===== src/rtl/mp3_pkg.sv =====
// rtl/mp3_pkg.sv - shared granule constants, sequencer states and side-info record
package mp3_pkg;

    localparam int NUM_LINES = 576;
    localparam int LINE_W    = 10;

    typedef enum logic [1:0] {
        IDLE  = 2'd0,
        ISSUE = 2'd1,
        DRAIN = 2'd2,
        DONE  = 2'd3
    } seq_state_t;

    typedef struct packed {
        logic [1:0] mode;
        logic [1:0] mode_ext;
        logic [8:0] big_values;
        logic       wsf;
        logic [1:0] block_type;
        logic       mbf;
    } side_info_t;

endpackage


===== src/rtl/delay_line.sv =====
// rtl/delay_line.sv - resettable WIDTH x DEPTH shift register
module delay_line #(
    parameter int WIDTH = 1,
    parameter int DEPTH = 1
) (
    input  logic             clk,
    input  logic             rst,
    input  logic [WIDTH-1:0] din,
    output logic [WIDTH-1:0] dout
);

    logic [WIDTH-1:0] stage [DEPTH];

    always_ff @(posedge clk) begin
        if (rst) begin
            for (int i = 0; i < DEPTH; i++) stage[i] <= '0;
        end else begin
            stage[0] <= din;
            for (int i = 1; i < DEPTH; i++) stage[i] <= stage[i-1];
        end
    end

    assign dout = stage[DEPTH-1];

endmodule


===== src/rtl/stereo_sequencer.sv =====
// rtl/stereo_sequencer.sv - issues one granule of sample reads through the joint-stereo datapath and collects results
module stereo_sequencer
    import mp3_pkg::*;
#(
    parameter int RD_LAT = 2
) (
    input  logic               clk,
    input  logic               rst,
    input  logic               start,
    input  logic               gr_in,
    input  logic [1:0]         mode_in,
    input  logic [1:0]         mode_ext_in,
    input  logic [8:0]         big_values_in,
    input  logic               window_switching_flag_in,
    input  logic               mixed_block_flag_in,
    input  logic [1:0]         block_type_in,
    input  logic               hold,
    output logic               rd_en,
    output logic [9:0]         rd_addr,
    input  logic signed [31:0] rd_ch1,
    input  logic signed [31:0] rd_ch2,
    output logic signed [31:0] dp_ch1,
    output logic signed [31:0] dp_ch2,
    output logic [9:0]         dp_is_pos,
    output logic               dp_gr,
    output logic               dp_din_v,
    output logic [1:0]         dp_mode,
    output logic [1:0]         dp_mode_ext,
    output logic [8:0]         dp_big_values,
    output logic               dp_wsf,
    output logic [1:0]         dp_block_type,
    output logic               dp_mbf,
    input  logic signed [31:0] dp_ch1_out,
    input  logic signed [31:0] dp_ch2_out,
    input  logic               dp_gr_out,
    input  logic               dp_dout_v,
    output logic               wr_en,
    output logic [9:0]         wr_addr,
    output logic signed [31:0] wr_ch1,
    output logic signed [31:0] wr_ch2,
    output logic               wr_gr,
    output logic               busy,
    output logic               done,
    output logic               err
);

    localparam logic [LINE_W-1:0] LAST_LINE = LINE_W'(NUM_LINES - 1);
    localparam logic [LINE_W-1:0] ALL_LINES = LINE_W'(NUM_LINES);

    seq_state_t        state, state_nxt;
    logic [LINE_W-1:0] issue_cnt, ret_cnt;
    side_info_t        side_q;
    logic              gr_q;
    logic [LINE_W:0]   al_out;
    logic              al_v;
    logic [LINE_W-1:0] al_addr;

    always_ff @(posedge clk) begin
        if (rst) state <= IDLE;
        else     state <= state_nxt;
    end

    always_comb begin
        state_nxt = state;
        case (state)
            IDLE:    if (start) state_nxt = ISSUE;
            ISSUE:   if (!hold && issue_cnt == LAST_LINE) state_nxt = DRAIN;
            DRAIN:   if (ret_cnt == ALL_LINES) state_nxt = DONE;
            DONE:    state_nxt = IDLE;
            default: state_nxt = IDLE;
        endcase
    end

    always_comb begin
        rd_en = 1'b0;
        busy  = 1'b0;
        done  = 1'b0;
        case (state)
            ISSUE: begin
                rd_en = !hold;
                busy  = 1'b1;
            end
            DRAIN:   busy = 1'b1;
            DONE:    done = 1'b1;
            default: ;
        endcase
    end

    assign rd_addr = issue_cnt;

    // Read strobe and address travel alongside the BRAM read so data and index meet.
    delay_line #(.WIDTH(LINE_W + 1), .DEPTH(RD_LAT)) u_align (
        .clk  (clk),
        .rst  (rst),
        .din  ({rd_en, rd_addr}),
        .dout (al_out)
    );
    assign {al_v, al_addr} = al_out;

    always_ff @(posedge clk) begin
        if (rst) begin
            issue_cnt <= '0;
            ret_cnt   <= '0;
            side_q    <= '0;
            gr_q      <= 1'b0;
            dp_ch1    <= '0;
            dp_ch2    <= '0;
            dp_is_pos <= '0;
            dp_din_v  <= 1'b0;
            wr_en     <= 1'b0;
            wr_addr   <= '0;
            wr_ch1    <= '0;
            wr_ch2    <= '0;
            wr_gr     <= 1'b0;
            err       <= 1'b0;
        end else begin
            dp_din_v <= al_v;
            if (al_v) begin
                dp_ch1    <= rd_ch1;
                dp_ch2    <= rd_ch2;
                dp_is_pos <= al_addr;
            end

            if (start && state == IDLE) begin
                side_q    <= '{mode_in, mode_ext_in, big_values_in,
                               window_switching_flag_in, block_type_in, mixed_block_flag_in};
                gr_q      <= gr_in;
                issue_cnt <= '0;
                ret_cnt   <= '0;
            end else if (start) begin
                err <= 1'b1;
            end

            if (rd_en) issue_cnt <= issue_cnt + 1'b1;

            wr_en <= 1'b0;
            if (dp_dout_v) begin
                if (busy && ret_cnt != ALL_LINES) begin
                    wr_en   <= 1'b1;
                    wr_addr <= ret_cnt;
                    wr_ch1  <= dp_ch1_out;
                    wr_ch2  <= dp_ch2_out;
                    wr_gr   <= dp_gr_out;
                    ret_cnt <= ret_cnt + 1'b1;
                end else begin
                    err <= 1'b1;
                end
            end
        end
    end

    assign dp_gr         = gr_q;
    assign dp_mode       = side_q.mode;
    assign dp_mode_ext   = side_q.mode_ext;
    assign dp_big_values = side_q.big_values;
    assign dp_wsf        = side_q.wsf;
    assign dp_block_type = side_q.block_type;
    assign dp_mbf        = side_q.mbf;

endmodule


===== config.mk =====
export PLATFORM = sky130hd
export DESIGN_NAME = stereo_sequencer
export DESIGN_NICKNAME = d
export VERILOG_FILES = /design/src/rtl/mp3_pkg.sv /design/src/rtl/delay_line.sv /design/src/rtl/stereo_sequencer.sv
export SDC_FILE = /design/constraint.sdc
export NUM_CORES = 1
export LEC_CHECK = 0
export ABC_CLOCK_PERIOD_IN_PS = 1950
export CAP_MARGIN = 40
export CORE_ASPECT_RATIO = 0.75
export CORE_MARGIN = 2
export CORE_UTILIZATION = 38
export DETAILED_ROUTE_END_ITERATION = 10
export PLACE_DENSITY = 0.77
export SYNTH_ARGS = -nofsm -noshare
export SYNTH_HDL_FRONTEND = slang
export SYNTH_HIERARCHICAL = 1
export SYNTH_SLANG_ARGS = --single-unit

===== constraint.sdc =====
create_clock -name clk -period 1.95 [get_ports clk]
set_input_delay 0.2925 -clock clk [delete_from_list [all_inputs] [get_ports clk]]
set_output_delay 0.2925 -clock clk [all_outputs]
set_load 0.005 [all_outputs]

==> results of run 1 <==
-- what timing repair did --
item,in CTS,in global routing
buffers inserted,3,4
pin swaps,1,1
gates resized for setup,8,3
setup endpoints to repair,2,67
hold buffers,0,0
-- per-layer routing --
metal	track usage, %	part of all wire, %
met2	32.05	46
met4	6.234	2.8
met3	6.490	8.6
met1	23.46	42
met5	0	0
-- report_power, final --
part	switching, mW	internal [mW]	total (mW)	leakage [nW]
Combinational	1.29	1.78	3.07	2.40
Clock	1.73	2.79	4.52	0.380
Sequential	0.292	4.87	5.16	1.73
-- worst min path at each step --
| stage | startpoint | endpoint | slack, ns | cells after the start |
|---|---|---|---|---|
| final | rst | ret_cnt[9]$_SDFF_PP0_ | 0.26 | 3 |
| after global routing | rst | ret_cnt[9]$_SDFF_PP0_ | 0.27 | 3 |
| after CTS | rst | ret_cnt[9]$_SDFF_PP0_ | 0.24 | 3 |
| after detailed placement | u_align/stage[0][10]$_SDFF_PP0_ | u_align/stage[0][21]$_SDFF_PP0_ | 0.42 | 1 |
| after global placement | u_align/stage[0][10]$_SDFF_PP0_ | u_align/stage[0][21]$_SDFF_PP0_ | 0.42 | 1 |
| after floorplan | u_align/stage[0][8]$_SDFF_PP0_ | u_align/stage[0][19]$_SDFF_PP0_ | 0.41 | 1 |
-- flip-flops by register name, indices dropped and copies added (netlist names) --
register and count:
dp_ch1 32, dp_ch2 32, wr_ch1 32, wr_ch2 32
u_align/stage 22, dp_is_pos 10, rd_addr 10, ret_cnt 10
wr_addr 10, dp_big_values 9, dp_block_type 2, dp_mode 2
dp_mode_ext 2, state 2, dp_din_v 1, dp_gr 1
dp_mbf 1, dp_wsf 1, err 1, wr_en 1
wr_gr 1
-- area by class of cell --
class	instances	area [µm²]	area share [%]
Multi-Input combinational cell	423	2955	24.50
Timing Repair Buffer	368	3680	30.51
Clock inverter	10	162.7	1.349
Sequential cell	214	4290	35.57
Antenna cell	1	2.502	0.02075
Tap cell	253	316.6	2.624
Clock buffer	28	624.3	5.176
Inverter	8	30.03	0.2490
-- per-stage QoR --
stage          hold WS (ns)  setup WS (ns)  util (%)  power (mW)  std cells
3_5_place_dp         0.4206        0.03213     57.64       8.230       1259
3_3_place_gp         0.4155        0.09292     57.64       8.183       1259
5_1_grt              0.2651       0.005180     62.05       13.36       1304
6_report             0.2598        0.08808     62.07       12.76       1305
2_1_floorplan        0.4109        0.09536         -       6.466        705
4_1_cts              0.2355        0.01051     61.90       12.87       1300
-- cell usage in the layout (no fill, tap or decap), types with 15 or more instances in the layout --
cell type,netlist,final
a21oi_1,29,29
a22o_1,77,77
buf_4,16,28
clkbuf_16,0,23
clkdlybuf4s50_1,0,330
dfxtp_1,214,211
mux2i_1,75,75
nand2_1,45,45
nor2_1,87,86
nor2b_2,15,15
-- kinds of logic after synthesis --
group                      after synthesis
adders and majority gates                7
and+or+nand+nor                        203
muxes                                   79
AOI/OAI and AO/OA                      132
xor gates and xnor gates                 2
DFF                                    214
buffers and inverters                   68
-- critical path: stages (launching register included) --
cell,delay (ns)
dfxtp_2,0.37
inv_1,0.09
ha_1,0.35
nand2_1,0.12
a31oi_4,0.25
nor2_4,0.12
buf_12,0.20
a22o_1,0.25
==> Implementation_results.wiki, run 1 <==
{| class="wikitable"
! Metric !! Value
|-
| Slew at the pin closest to its max-slew limit || 0.6239 ns
|-
| Slew Limit Headroom || 58.41%
|-
| Yosys Warn Count || 6
|-
| Final HPWL from detailed placement || 15,100 µm
|-
| R2r endpoint || wr_ch1[19]$_SDFFE_PP0P_
|-
| Setup TNS || 0 ns
|-
| DR vias/cell || 4.811
|-
| Layout area overhead || 59.02%
|-
| FF-to-FF Start || state[0]$_SDFFE_PP0P_
|-
| Data required time at the worst endpoint || 2.34 ns
|-
| Category of the critical setup timing path || flip-flop to flip-flop
|-
| LEAKAGE || 4.512 nW
|-
| Post-detailed-routing wire length || 21,270 µm
|-
| Run status || completed
|-
| EDFF count, synth || 0
|-
| Setup skew after layout || 0.01218 ns
|-
| Maximum fanout along the worst path || 39
|-
| Cell types occupying the most area after synthesis || dfxtp_1 (56%), mux2i_1 (9.9%), a22o_1 (8.9%)
|-
| Number of register bits inferred by synthesis || 214
|-
| Syn Area/Cell || 10.76 µm²
|-
| Worst setup path endpoint || wr_ch1[19]$_SDFFE_PP0P_
|-
| Count of max-cap constraint violations || 0
|-
| Number of antenna violations at the first check in global routing || 0
|-
| Core box area || 19,430 µm²
|-
| H-tree level count || 1
|-
| Post-synth top area cell || dfxtp_1
|-
| Synthesized-area fraction occupied by adder cells || 1.155%
|-
| Synth cell count leaders || dfxtp_1 (214), nor2_1 (87), a22o_1 (77)
|-
| Register-to-register setup slack || 0.09 ns
|-
| Fillers || 1,584
|-
| Async set or reset register ratio after synthesis || 0%
|-
| Remaining global-route overflow || 0
|-
| Fraction of the yosys area taken by sequential cells || 56.48%
|-
| Number of nets at the end of the flow || 1,196
|-
| Endpoint arrival time on the critical path || 2.25 ns
|-
| Setup Viol. Count Final || 0
|-
| Synthesized-area fraction occupied by ao, oa, aoi and oai cells || 13.64%
|-
| Clk Latency, worst-skew pair || 0.50 ns
|-
| Area of all placed cells without fillers || 12,060 µm²
|-
| Maximum clock frequency || 537.1 MHz
|-
| Placed Instance Area || 11,200 µm²
|-
| Simple-gate share of the synthesized area || 13.08%
|-
| Worst-case reg-to-reg path depth || 7
|-
| Buffer depth of the longest clock path || 3
|-
| Die Height || 126.4 µm
|-
| Final critical-path required period || 1.862 ns
|-
| Share of the cycle needed by the critical path after routing || 95.48%
|-
| Origin of the worst setup path || state[0]$_SDFFE_PP0P_
|-
| Pin count of the biggest net entering global routing || 133
|-
| CTS tree || built
|-
| Via count || 6,279
|-
| Row count || 44
|-
| Final hold vios || 0
|-
| Number of max-slew violations in the final report || 0
|-
| WL per Instance || 16.30 µm
|-
| Global-route wire length before repair || 33,110 µm
|-
| Share of cell area taken by muxes after synthesis || 10.49%
|-
| Gate count of the mapped netlist || 705
|-
| Root Driver || clkbuf_16
|-
| GPL Wtd Cong || 0.7722
|-
| PortBufs || 334
|-
| Primary FF master, synth || dfxtp_1
|-
| Clock-pin transition on the worst setup and hold timing paths || 0.06 ns
|-
| ANT nets after route || 0
|-
| Largest vdd supply drop || 0.7158 mV
|-
| Clock tree sinks || 214
|-
| Starting DRC count in detailed routing || 340
|-
| Type of destination of the critical path || flip-flop
|-
| Number of nets in the synthesized netlist || 864
|-
| Post-Synth XOR/XNOR Area || 0.2309%
|-
| Synth unique cells || 46
|-
| Proportion of netlist area held by the largest area contributor || 56.48%
|-
| Die area || 21,120 µm²
|-
| Number of buffers inserted during clock tree synthesis || 22
|-
| Total global routing track utilization || 19.18%
|-
| Vias in the first global route || 6,173
|-
| Number of placed I/O pins || 335
|-
| Leading cell type by number of instances after synthesis || dfxtp_1
|-
| Effective utilization at floorplan || 39.03%
|-
| Netlist area before placement || 7585 µm²
|-
| Share of post-route cells with drive strength above 1 || 10.09%
|-
| Critical path startpoint category || flip-flop
|-
| Power density over the cells || 1058 nW/µm²
|-
| Setup repair after global routing missed its margin || false
|-
| Largest family of logic cells by synthesized area || compound AO/OA/AOI/OAI gates
|-
| Post-detailed-route DRC marker count || 0
|-
| Die X || 167.1 µm
|-
| Hold Path Class || input port to flip-flop
|-
| First-pass iteration count of the detailed router || 6
|}
No activity file was read; power rests on OpenSTA's default activity.
==> run 2: changes to the inputs <==
- ABC_CLOCK_PERIOD_IN_PS: 1950 -> 1740
- CORE_UTILIZATION: 38 -> 42
- PLACE_DENSITY: 0.77 -> 0.8
- clock period: 1.95 -> 1.74 ns (I/O delays scaled with it)
==> run 2 against run 1 <==
Final area grew 1.3%; critical endpoint is now rd_en; global-route usage grew 2.6 points; sequential power grew 12%; die area shrank 9.3%; sequential cell count is the same; critical path depth shrank 2; register-to-register slack lost 0.06 ns; power grew 11%.
==> Implementation_results.wiki, run 2 (same netlist as run 1, synthesis figures left out) <==
{| class="wikitable"
! Metric !! Value
|-
| Run status || completed
|-
| Critical path startpoint category || flip-flop
|-
| WL per Instance || 16.91 µm (+3.7%)
|-
| Area of all placed cells without fillers || 12,210 µm² (+1.3%)
|-
| Final Total Pwr || 14.16 mW (+11%)
|-
| Power density over the cells || 1159 nW/µm² (+9.6%)
|-
| Data required time at the worst endpoint || 1.48 ns (-0.86 ns)
|-
| Remaining global-route overflow || 0 (unchanged)
|-
| Clock tree sinks || 214 (unchanged)
|-
| Cell family contributing the most delay on the critical path || buffers and inverters
|-
| CTS tree || built
|-
| Leading cell type in the layout, fill and taps excluded || clkdlybuf4s50_1
|-
| Core box area || 17,660 µm² (-9.1%)
|-
| Starting DRC count in detailed routing || 364 (+7.1%)
|-
| Setup skew after layout || 0.009233 ns (-0.002946 ns)
|-
| Number of antenna violations at the first check in global routing || 0 (unchanged)
|-
| Setup TNS || 0 ns (unchanged)
|-
| Worst-case reg-to-reg path depth || 8 (+1)
|-
| Vias in the first global route || 6,400 (+3.7%)
|-
| First-pass iteration count of the detailed router || 4 (-2)
|-
| Endpoint arrival time on the critical path || 1.47 ns (-0.78 ns)
|-
| Number of antenna diodes || 0 (-1)
|-
| FF-to-FF Start || ret_cnt[0]$_SDFF_PP0_
|-
| Via count || 6,546 (+4.3%)
|-
| Placed Instance Area || 11,340 µm² (+1.3%)
|-
| Final hold vios || 0 (unchanged)
|-
| Final critical-path required period || 1.726 ns
|-
| Share of the cycle needed by the critical path after routing || 99.21%
|-
| DR vias/cell || 5.001 (+3.9%)
|-
| Total global routing track utilization || 21.77% (+2.6 points)
|-
| Pin count of the biggest net entering global routing || 110 (-17%)
|-
| Post-detailed-route DRC marker count || 0 (unchanged)
|-
| Die Height || 120.4 µm (-4.7%)
|-
| Share of post-route cells with drive strength above 1 || 13.31% (+3.2 points)
|-
| Standard cell with the maximum stage delay on the critical path || dfxtp_2
|-
| Post-cts hold buffer count || 0 (unchanged)
|-
| WHS Path Cells || 3 (unchanged)
|-
| Post-detailed-routing wire length || 22,130 µm (+4.0%)
|-
| Type of destination of the critical path || output pin
|-
| LEAKAGE || 4.622 nW (+2.4%)
|-
| Origin of the worst min-delay path || rst
|-
| Effective utilization at floorplan || 42.96% (+3.9 points)
|-
| PortBufs || 334 (unchanged)
|-
| Dpl ws || -0.1167 ns (-0.1489 ns)
|-
| Setup repair after global routing missed its margin || true
|-
| Hold Path Class || input port to flip-flop
|-
| Die area || 19,160 µm² (-9.3%)
|-
| Critical Path Most Common Cell || inv_2
|-
| Slew at the pin closest to its max-slew limit || 0.4887 ns (-0.1352 ns)
|-
| ANT nets after route || 0 (unchanged)
|-
| Die X || 159.2 µm (-4.8%)
|-
| Clk Latency, worst-skew pair || 0.49 ns (about the same)
|-
| GPL Wtd Cong || 0.8350 (+8.1%)
|-
| Register-to-register setup slack || 0.03 ns (-0.06 ns)
|-
| Final Hold Slack || 0.2480 ns (-0.01174 ns)
|-
| Root Driver || clkbuf_16
|-
| Final Worst Setup Slack || 0.01376 ns (-0.07432 ns)
|-
| Sum of buffers and inverters on the critical path || 3 (+1)
|-
| Number of max-slew violations in the final report || 0 (unchanged)
|-
| Slew Limit Headroom || 67.42% (+9.0 points)
|-
| Most used cells in the layout excluding fill and tap cells || clkdlybuf4s50_1 (327), dfxtp_1 (197), nor2_1 (85)
|-
| Clock-pin transition on the worst setup and hold timing paths || 0.06 ns (about the same)
|-
| Ordered list of cells on the worst path || inv_2 -> ha_4 -> nand2b_4 -> inv_2 -> dlygate4sd2_1
|-
| Number of buffers inserted during clock tree synthesis || 21 (-4.5%)
|-
| Buffer depth of the longest clock path || 3 (unchanged)
|-
| H-tree level count || 1 (unchanged)
|-
| Category of the critical setup timing path || flip-flop to output pin
|-
| Layout area overhead || 61.04%
|-
| Largest incremental delay on the critical path || 0.33 ns (-0.04 ns)
|-
| Row count || 42 (-4.5%)
|-
| Maximum fanout along the worst path || 5 (-87%)
|-
| Global-route wire length before repair || 34,150 µm (+3.1%)
|-
| Largest vdd supply drop || 0.9343 mV (+31%)
|-
| Worst hold path endpoint || ret_cnt[9]$_SDFF_PP0_
|-
| Number of placed I/O pins || 335 (unchanged)
|-
| Number of nets at the end of the flow || 1,212 (+1.3%)
|-
| Final HPWL from detailed placement || 15,720 µm (+4.1%)
|-
| Maximum clock frequency || 579.3 MHz
|-
| Setup Viol. Count Final || 0 (unchanged)
|-
| Count of max-cap constraint violations || 0 (unchanged)
|-
| R2r endpoint || wr_ch1[0]$_SDFFE_PP0P_
|}
==> run 2: worst max-delay path by stage <==
stage / endpoint / slack (ns) / startpoint / cells after the start
global placement: rd_addr[3]$_SDFFE_PP0P_ / -0.07 / hold / 7
detailed placement: rd_addr[6]$_SDFFE_PP0P_ / -0.12 / hold / 7
finish: rd_en / 0.01 / state[1]$_SDFFE_PP0P_ / 5
CTS: rd_en / -0.008 / state[1]$_SDFFE_PP0P_ / 5
floorplan: ret_cnt[5]$_SDFF_PP0_ / 0.004 / ret_cnt[0]$_SDFF_PP0_ / 8
global route: rd_en / -0.05 / state[1]$_SDFFE_PP0P_ / 5
==> run 2: timing repair <==
item,4_1_cts,5_1_grt
setup endpoints to repair,12,88
gates cloned,0,3
resized for setup,20,19
setup buffers,1,2
pin swaps,1,51
hold endpoints to repair,0,0
==> run 2: power breakdown <==
group          internal (mW)  leakage [nW]  switching (mW)
Clock                   2.76         0.341            1.89
Combinational           2.19          2.54            1.53
Sequential              5.46          1.74           0.326
==> run 2: area by class of cell <==
type | count | area, µm²
flip-flops and latches | 214 | 4313
clock inverters | 10 | 131.4
multi-input cells | 424 | 3002
well taps | 242 | 302.8
clock buffers | 27 | 568.0
repair buffers | 384 | 3865
fillers | 1367 | 5443
inverters | 8 | 32.53
==> run 2: tightest hold or removal path, stage by stage <==
cell and delay [ns]:
buf_4 0.15, nor4_1 0.07, a211o_1 0.21
==> run 2: metal layers <==
| layer | wire length [µm] | vias to the layer above | track usage, % |
|---|---|---|---|
| met3 | 1625 | 47 | 6.587 |
| met1 | 9424 | 3114 | 26.81 |
| met4 | 645 | 0 | 6.534 |
| met5 | 0 | - | 0 |
| li1 | - | 3149 | - |
| met2 | 10430 | 236 | 37.01 |
==> run 2: per-stage QoR <==
| stage | instances | utilization, % |
|---|---|---|
| 6_report | 1309 | 69.18 |
| 5_1_grt | 1309 | 69.18 |
| 4_1_cts | 1304 | 68.44 |
| 3_5_place_dp | 1266 | 64.24 |
| 3_3_place_gp | 1266 | 64.24 |
| 2_1_floorplan | 705 | - |
==> run 3: changes to the inputs <==
- CORE_ASPECT_RATIO: 0.75 -> unset
==> run 3 against run 2 <==
Fmax about the same; power rose by 1.1%; first-iteration DRC count fell by 45%; clock power barely moved; cell count fell by 0.61%; sequential share of layout area decreased by 0.32 points; largest power group unchanged.
==> Implementation_results.wiki, run 3 (same netlist as run 1, synthesis figures left out) <==
{| class="wikitable"
! Metric !! Value
|-
| Effective utilization at floorplan || 42.51% (-0.44 points)
|-
| Area taken by flip-flops and latches || 4310 µm² (about the same)
|-
| GPL Wtd Cong || 0.7835 (-6.2%)
|-
| Core box area || 17,840 µm² (+1.0%)
|-
| Setup repair after global routing missed its margin || true
|-
| Largest vdd supply drop || 0.9193 mV (-1.6%)
|-
| WHS Path Cells || 3 (unchanged)
|-
| LEAKAGE || 4.704 nW (+1.8%)
|-
| Share of the cycle needed by the critical path after routing || 99.16% (about the same)
|-
| Number of placed I/O pins || 335 (unchanged)
|-
| Clock tree sinks || 214 (unchanged)
|-
| Die area || 19,150 µm² (about the same)
|-
| Category of the critical setup timing path || flip-flop to flip-flop
|-
| Area of all placed cells without fillers || 12,320 µm² (+0.85%)
|-
| Post-detailed-routing wire length || 21,460 µm (-3.0%)
|-
| Share of post-route cells with drive strength above 1 || 13.34% (+0.031 points)
|-
| Post-detailed-route DRC marker count || 0 (unchanged)
|-
| Number of buffers inserted during clock tree synthesis || 23 (+9.5%)
|-
| Clk Latency, worst-skew pair || 0.49 ns (about the same)
|-
| Run status || completed
|-
| Hold Path Class || input port to flip-flop
|-
| Post-cts hold buffer count || 0 (unchanged)
|-
| Leading cell type in the layout, fill and taps excluded || clkdlybuf4s50_1
|-
| Endpoint arrival time on the critical path || 2.10 ns (+0.63 ns)
|-
| Row count || 49 (+17%)
|-
| DR vias/cell || 4.949 (-1.0%)
|-
| ANT nets after route || 0 (unchanged)
|-
| Via count || 6,439 (-1.6%)
|-
| Die X || 138.4 µm (-13%)
|-
| Number of nets at the end of the flow || 1,216 (+0.33%)
|-
| Setup skew after layout || 0.01114 ns (+0.001910 ns)
|-
| WL per Instance || 16.49 µm (-2.4%)
|-
| Data required time at the worst endpoint || 2.12 ns (+0.64 ns)
|-
| Critical path startpoint category || flip-flop
|-
| Final hold vios || 0 (unchanged)
|-
| First-pass iteration count of the detailed router || 4 (unchanged)
|-
| Type of destination of the critical path || flip-flop
|-
| Final critical-path required period || 1.725 ns (-0.0009060 ns)
|-
| Instance count after placement with tap cells included || 1,251 (-1.2%)
|-
| Number of antenna diodes || 0 (unchanged)
|-
| Origin of the worst min-delay path || rst
|-
| Pin count of the biggest net entering global routing || 87 (-21%)
|-
| Slew Limit Headroom || 67.30% (-0.12 points)
|-
| Remaining global-route overflow || 0 (unchanged)
|-
| Vias in the first global route || 6,198 (-3.2%)
|-
| Final HPWL from detailed placement || 14,890 µm (-5.3%)
|-
| PortBufs || 334 (unchanged)
|-
| Number of max-slew violations in the final report || 0 (unchanged)
|-
| Clock-pin transition on the worst setup and hold timing paths || 0.06 ns (about the same)
|-
| Worst-case reg-to-reg path depth || 8 (unchanged)
|-
| Count of max-cap constraint violations || 0 (unchanged)
|-
| Combined area of the multi-input logic cells || 2998 µm² (-0.12%)
|-
| Number of antenna violations at the first check in global routing || 0 (unchanged)
|-
| Number of non-filler instances in the completed layout || 1,301 (-0.61%)
|-
| Setup Viol. Count Final || 0 (unchanged)
|-
| Starting DRC count in detailed routing || 200 (-45%)
|-
| Root Driver || clkbuf_16
|-
| Total global routing track utilization || 20.33% (-1.4 points)
|-
| Placed Instance Area || 11,320 µm² (-0.16%)
|-
| Power density over the cells || 1161 nW/µm² (+0.21%)
|-
| Register-to-register setup slack || 0.01 ns (-0.02 ns)
|-
| Fillers || 1,334 (-2.4%)
|-
| H-tree level count || 1 (unchanged)
|-
| Die Height || 138.4 µm (+15%)
|-
| FF-to-FF Start || ret_cnt[1]$_SDFF_PP0_
|-
| Maximum clock frequency || 579.6 MHz (about the same)
|-
| Most used cells in the layout excluding fill and tap cells || clkdlybuf4s50_1 (326), dfxtp_1 (199), nor2_1 (86)
|-
| Global-route wire length before repair || 32,490 µm (-4.9%)
|-
| Slew at the pin closest to its max-slew limit || 0.4905 ns (+0.001833 ns)
|-
| Worst hold path endpoint || ret_cnt[7]$_SDFF_PP0_
|-
| R2r endpoint || wr_ch1[30]$_SDFFE_PP0P_
|-
| Maximum fanout along the worst path || 10 (+5)
|-
| Buffer depth of the longest clock path || 3 (unchanged)
|-
| Layout area overhead || 62.41%
|-
| CTS tree || built
|}
run 3: worst max-delay path by stage:
stage,start,to,slack [ns],cells past startpoint
2_1_floorplan,ret_cnt[0]$_SDFF_PP0_,ret_cnt[5]$_SDFF_PP0_,0.004,8
3_3_place_gp,hold,rd_addr[5]$_SDFFE_PP0P_,-0.03,6
3_5_place_dp,hold,state[0]$_SDFFE_PP0P_,-0.08,5
4_1_cts,state[1]$_SDFFE_PP0P_,rd_en,-0.23,5
5_1_grt,ret_cnt[1]$_SDFF_PP0_,ret_cnt[5]$_SDFF_PP0_,-0.04,7
6_report,ret_cnt[1]$_SDFF_PP0_,wr_ch1[30]$_SDFFE_PP0P_,0.01,8
run 3: per-stage QoR:
step	TNS (ns)	hold WS [ns]	power [mW]	worst slack (ns)	utilization, %
finish	0	0.2301	14.31	0.01467	69.04
global route	-0.4922	0.2382	14.96	-0.03515	69.04
CTS	-0.3596	0.2164	14.16	-0.2316	67.78
detailed placement	-0.2029	0.4216	9.392	-0.07548	63.47
global placement	-0.04644	0.4169	9.312	-0.03448	63.47
floorplan	0	0.3865	7.301	0.004116	-
run 3: where the power goes:
group	internal [mW]	total [mW]	switching [mW]
registers	5.46	5.77	0.308
logic	2.30	3.86	1.56
clock network	2.79	4.68	1.89
total	10.6	14.3	3.75
run 3: layout make-up:
cell class              instances  area share, %
flip-flops and latches        214          34.99
repair buffers                387          32.15
multi-input cells             423          24.34
clock buffers                  32          5.353
well taps                     229          2.326
clock inverters                 8         0.5993
inverters                       8         0.2438
run 3: worst max-delay path, stage by stage, from the launching register on:
cell and delay (ns):
dfxtp_2 0.33, inv_2 0.05, ha_4 0.15, and4bb_4 0.21
a31oi_4 0.25, nor2_4 0.08, buf_6 0.15, buf_12 0.14
a22o_1 0.24
run 3: timing repair:
action | CTS | global route
cloned | 0 | 6
setup endpoints to repair | 9 | 92
gates resized for setup | 19 | 24
buffers inserted | 0 | 7
pin swaps | 35 | 35
run 3: layer usage:
| layer | global-route usage (%) | routed length (µm) | up-vias |
|---|---|---|---|
| met5 | 0 | 0 | - |
| met4 | 6.391 | 560 | 0 |
| met3 | 7.205 | 2046 | 44 |
| met2 | 35.49 | 10690 | 270 |
| met1 | 23.37 | 8158 | 2979 |
| li1 | - | - | 3146 |
